--- src/rtl/iir_pkg.sv ---
// Shared types and fixed-point helpers for the de-emphasis IIR.
package iir_pkg;

    typedef enum logic [1:0] {
        IDLE,
        MAC,
        OUT
    } state_t;

    localparam int QUANT_BITS = 10;

    // Arithmetic shift floors, so negative products get a bias first to round toward zero.
    function automatic logic signed [63:0] deq(input logic signed [63:0] p);
        logic signed [63:0] bias;
        bias = p[63] ? ((64'sd1 <<< QUANT_BITS) - 64'sd1) : '0;
        return (p + bias) >>> QUANT_BITS;
    endfunction

endpackage

--- src/rtl/deq_mult.sv ---
// Signed coefficient x sample multiply followed by Q10 dequantize (toward zero).
module deq_mult
    import iir_pkg::*;
#(
    parameter int DATA_WIDTH = 32
) (
    input  logic [31:0]           coef,
    input  logic [DATA_WIDTH-1:0] sample,
    output logic [63:0]           term
);

    logic signed [63:0] coef_ext;
    logic signed [63:0] sample_ext;
    logic signed [63:0] product;

    assign coef_ext   = 64'(signed'(coef));
    assign sample_ext = 64'(signed'(sample));
    assign product    = coef_ext * sample_ext;
    assign term       = deq(product);

endmodule

--- src/rtl/iir_deemph.sv ---
// First-order de-emphasis IIR, one shared multiplier, three MAC cycles per sample.
// Define IIR_DEEMPH_SATURATE_EN to clamp the output instead of wrapping it.
module iir_deemph
    import iir_pkg::*;
#(
    parameter int                 DATA_WIDTH = 32,
    parameter logic signed [31:0] X0         = 32'sd178,
    parameter logic signed [31:0] X1         = 32'sd178,
    parameter logic signed [31:0] Y1         = 32'sd663
) (
    input  logic                  clock,
    input  logic                  reset,
    input  logic [DATA_WIDTH-1:0] in_data,
    input  logic                  in_valid,
    output logic                  in_ready,
    output logic [DATA_WIDTH-1:0] out_data,
    output logic                  out_valid,
    input  logic                  out_ready
);

    state_t                  state;
    state_t                  state_nxt;
    logic [1:0]              mac_cnt;
    logic signed [63:0]      acc;
    logic [DATA_WIDTH-1:0]   x_cur;
    logic [DATA_WIDTH-1:0]   x_prev;
    logic [DATA_WIDTH-1:0]   y_prev;
    logic [31:0]             coef;
    logic [DATA_WIDTH-1:0]   operand;
    logic [63:0]             term;
    logic [DATA_WIDTH-1:0]   result;

    always_comb begin
        coef    = Y1;
        operand = y_prev;
        case (mac_cnt)
            2'd0: begin
                coef    = X0;
                operand = x_cur;
            end
            2'd1: begin
                coef    = X1;
                operand = x_prev;
            end
            default: ;
        endcase
    end

    deq_mult #(.DATA_WIDTH(DATA_WIDTH)) u_deq_mult (
        .coef   (coef),
        .sample (operand),
        .term   (term)
    );

`ifdef IIR_DEEMPH_SATURATE_EN
    localparam logic signed [63:0] SAT_MAX = (64'sd1 <<< (DATA_WIDTH - 1)) - 64'sd1;
    localparam logic signed [63:0] SAT_MIN = -(64'sd1 <<< (DATA_WIDTH - 1));

    logic signed [63:0] sum;

    assign sum = acc + signed'(term);

    always_comb begin
        if (sum > SAT_MAX) begin
            result = DATA_WIDTH'(SAT_MAX);
        end else if (sum < SAT_MIN) begin
            result = DATA_WIDTH'(SAT_MIN);
        end else begin
            result = DATA_WIDTH'(sum);
        end
    end
`else
    assign result = DATA_WIDTH'(acc + signed'(term));
`endif

    always_comb begin
        state_nxt = state;
        case (state)
            IDLE:    if (in_valid) state_nxt = MAC;
            MAC:     if (mac_cnt == 2'd2) state_nxt = OUT;
            OUT:     if (out_ready) state_nxt = IDLE;
            default: state_nxt = IDLE;
        endcase
    end

    assign in_ready  = (state == IDLE);
    assign out_valid = (state == OUT);

    always_ff @(posedge clock or posedge reset) begin
        if (reset) begin
            state    <= IDLE;
            mac_cnt  <= '0;
            acc      <= '0;
            x_cur    <= '0;
            x_prev   <= '0;
            y_prev   <= '0;
            out_data <= '0;
        end else begin
            state <= state_nxt;
            case (state)
                IDLE: begin
                    if (in_valid) begin
                        x_cur   <= in_data;
                        acc     <= '0;
                        mac_cnt <= '0;
                    end
                end
                MAC: begin
                    if (mac_cnt == 2'd2) begin
                        // Feedback uses the value actually emitted, after clamp or wrap.
                        out_data <= result;
                        x_prev   <= x_cur;
                        y_prev   <= result;
                    end else begin
                        acc     <= acc + signed'(term);
                        mac_cnt <= mac_cnt + 2'd1;
                    end
                end
                default: ;
            endcase
        end
    end

endmodule

--- config.mk ---
export PLATFORM = sky130hd
export DESIGN_NAME = iir_deemph
export DESIGN_NICKNAME = d
export VERILOG_FILES = /design/src/rtl/iir_pkg.sv /design/src/rtl/deq_mult.sv /design/src/rtl/iir_deemph.sv
export SDC_FILE = /design/constraint.sdc
export NUM_CORES = 1
export LEC_CHECK = 0
export BUFFER_PORTS_ARGS = -buffer_cell sky130_fd_sc_hd__buf_2
export CORE_MARGIN = 2
export CORE_UTILIZATION = 62
export CTS_CLUSTER_SIZE = 40
export DETAILED_ROUTE_END_ITERATION = 8
export GPL_ROUTABILITY_DRIVEN = 1
export GPL_TIMING_DRIVEN = 0
export PLACE_DENSITY = 0.77
export SLEW_MARGIN = 20
export SYNTH_ARGS = -nofsm -noshare
export SYNTH_HDL_FRONTEND = slang
export SYNTH_SLANG_ARGS = --single-unit
--- constraint.sdc ---
create_clock -name clock -period 11.7 [get_ports clock]
set_input_delay 1.17 -clock clock [delete_from_list [all_inputs] [get_ports clock]]
set_output_delay 1.17 -clock clock [all_outputs]
set_load 0.03 [all_outputs]
==> metrics.cfg <==
[synthesis]
synth_warnings=0
synthCells=1735
ys.flop_type=dfrtp_1
seq_area_frac_synth_pct=20.5
syn_area_um2=16100
ys_seq_elements=132
synth_fp_nets=2127
synth-edff-count=0
async_reset_ff_share_pct=100
ys_types=80
avgSynthCellArea_um2=9.29

[clocking]
tritoncts=built
cts_buffers=17
path_clk_slew_ns=0.07
root_buffer=clkbuf_16
cts.sinks=132
clk_path_buf_depth=2
worstSkewPairLatency_ns=0.44
htree_levels=4
cts_hold_buf=0

[die]
core_um2=25800
fp-row-count=59
start_util_pct=62.6
die-area_um2=27300
die_y_um=165
num_io_pins=70
fp.dieW_um=165

[drt]
wl_per_cell_um=19.7
drtPass1Iterations=5
drtAntennaViolNets=0
drc=0
via_per_inst=5.78
dr.first_iter.drc_count=913
vias=12672
wl_mm=43.1

[worst_setup_path]
cpPeakStageDelay_ns=0.55
crit_arrival_ns=11.63
crit_path_start=mac_cnt[0]$_DFFE_PP0P_
r2r_start=mac_cnt[0]$_DFFE_PP0P_
crit_fanout=10
worstSetupPathType=reg -> reg
crit_required_ns=12.02
crit_path_top_delay_cell=fa_1
cp-start-kind=flop
cp-end-kind=flop

[placement]
dp_slack_ns=-1.86
gp_congestion=0.949
dp_hpwl_mm=34.5
dpl.cell_count=2140
placed_area_um2=16900
portBuffers=69

[timing]
finalHoldViolations=0
slew_headroom_pct=22.1
fin_crit_ns=11.31
drv_slew=0
maxClockFrequency_ghz=0.0884
fin_hold_ws_ns=0.491
worst_slack_ns=0.394
finalCritPeriodShare_pct=96.6
tightest_slew_ns=1.17
final-setup-viol-count=0
fin_skew_ns=0.0158

[layout]
antenna_cells=0
layout_commonest_cell=inv_1
fin_nets=2235
stdcell_count=2191
area_growth_syn_to_layout_pct=12.1
post-route-cell-area_um2=18100
most-common-layout-cells=347 x inv_1, 181 x ha_1, 165 x fa_1
drive_gt1_share_pct=16.3

[global_routing]
antenna_found_initial=0
grt_pass1_wl_mm=68.0
first_global_vias=12732
grt-ovfl-total=0
gr-usage-all-layers_pct=32.9
grt_max_degree=95

[run_status]
status=finished, final reports clean

[min_path]
min_path_type=reg -> reg
hold_start=acc[12]$_DFFE_PP0P_

[flow_run]
max_cap_viol_count=0

[cell type report]
type	instances	area [um2]
repair buffers	94	557
clock inverters	13	219
fillers	1956	7690
flip-flops and latches	132	3310
multi-input cells	1209	11600
plain buffers	38	198
inverters	351	1330
clock buffers	19	443
well taps	335	419
[metal layers]
metal	part of all wire, %	vias up	GRT usage [%]	routed length (um)
met1	43	6132	45.0	18500
met5	0	-	0	0
li1	-	5934	-	-
met2	44	489	50.5	19100
met3	8.1	117	7.12	3470
met4	4.5	0	14.3	1950
[path summary, 6_finish.rpt]
kind,end,slack (ns),depth (start not counted)
hold reg to reg,acc[12]$_DFFE_PP0P_,0.49,2
hold / removal,acc[12]$_DFFE_PP0P_,0.49,2
max in group asynchronous,mac_cnt[1]$_DFFE_PP0P_,10.17,3
setup / recovery,y_prev[30]$_DFFE_PP0P_,0.39,50
setup reg to reg,y_prev[30]$_DFFE_PP0P_,0.39,50
min in group asynchronous,x_cur[16]$_DFFE_PP0P_,0.71,2
[stage by stage]
step,utilization (%),setup TNS (ns)
after global placement,65.5,-43.38
after detailed placement,65.7,-43.61
after CTS,68.9,0
after floorplan,-,0
after global routing,70.2,-0.0768
final,70.2,0
[worst max-delay path, delay by kind of cell (launching register included)]
family,cells,cell delay [ns]
compound gates,15,3.00
xor+xnor,3,0.56
fa+ha+maj,9,3.39
buf+inv,9,1.10
flops,1,0.42
mux,1,0.27
simple gates,13,2.41
[kinds of logic after synthesis]
group / share of synthesized area (%)
simple gates: 11.3
mux: 4.88
buf+inv: 9.23
xor+xnor: 5.11
compound gates: 13.7
flops: 20.5
fa+ha+maj: 35.3
[synthesized netlist by cell type, drive strengths merged, types with 36 or more instances]
cell type    n  area share [%]
xnor2       51             2.9
a21o        38             1.8
inv        351             8.2
a21oi       61             2.0
clkbuf      38            0.88
xor2        41             2.2
ha         191              15
o21ai       97             3.0
nand2      114             2.7
mux2        69             4.8
and2        39             1.5
a22o        36             2.0
dfrtp      132              20
fa         165              20
nor2        98             2.3
[sequential cells by signal, indices dropped and copies added (netlist names)]
| register | count |
|---|---|
| acc | 32 |
| y_prev | 32 |
| x_prev | 32 |
| x_cur | 32 |
| state | 2 |
| mac_cnt | 2 |
[repair_timing]
item,CTS,global route
gates resized for setup,45,66
pin swaps,4,24
endpoints found under the setup margin,52,23
setup buffers,5,19
Power is not shown: default switching activity piles up to over one toggle a cycle in this logic, so the estimate is an artifact.
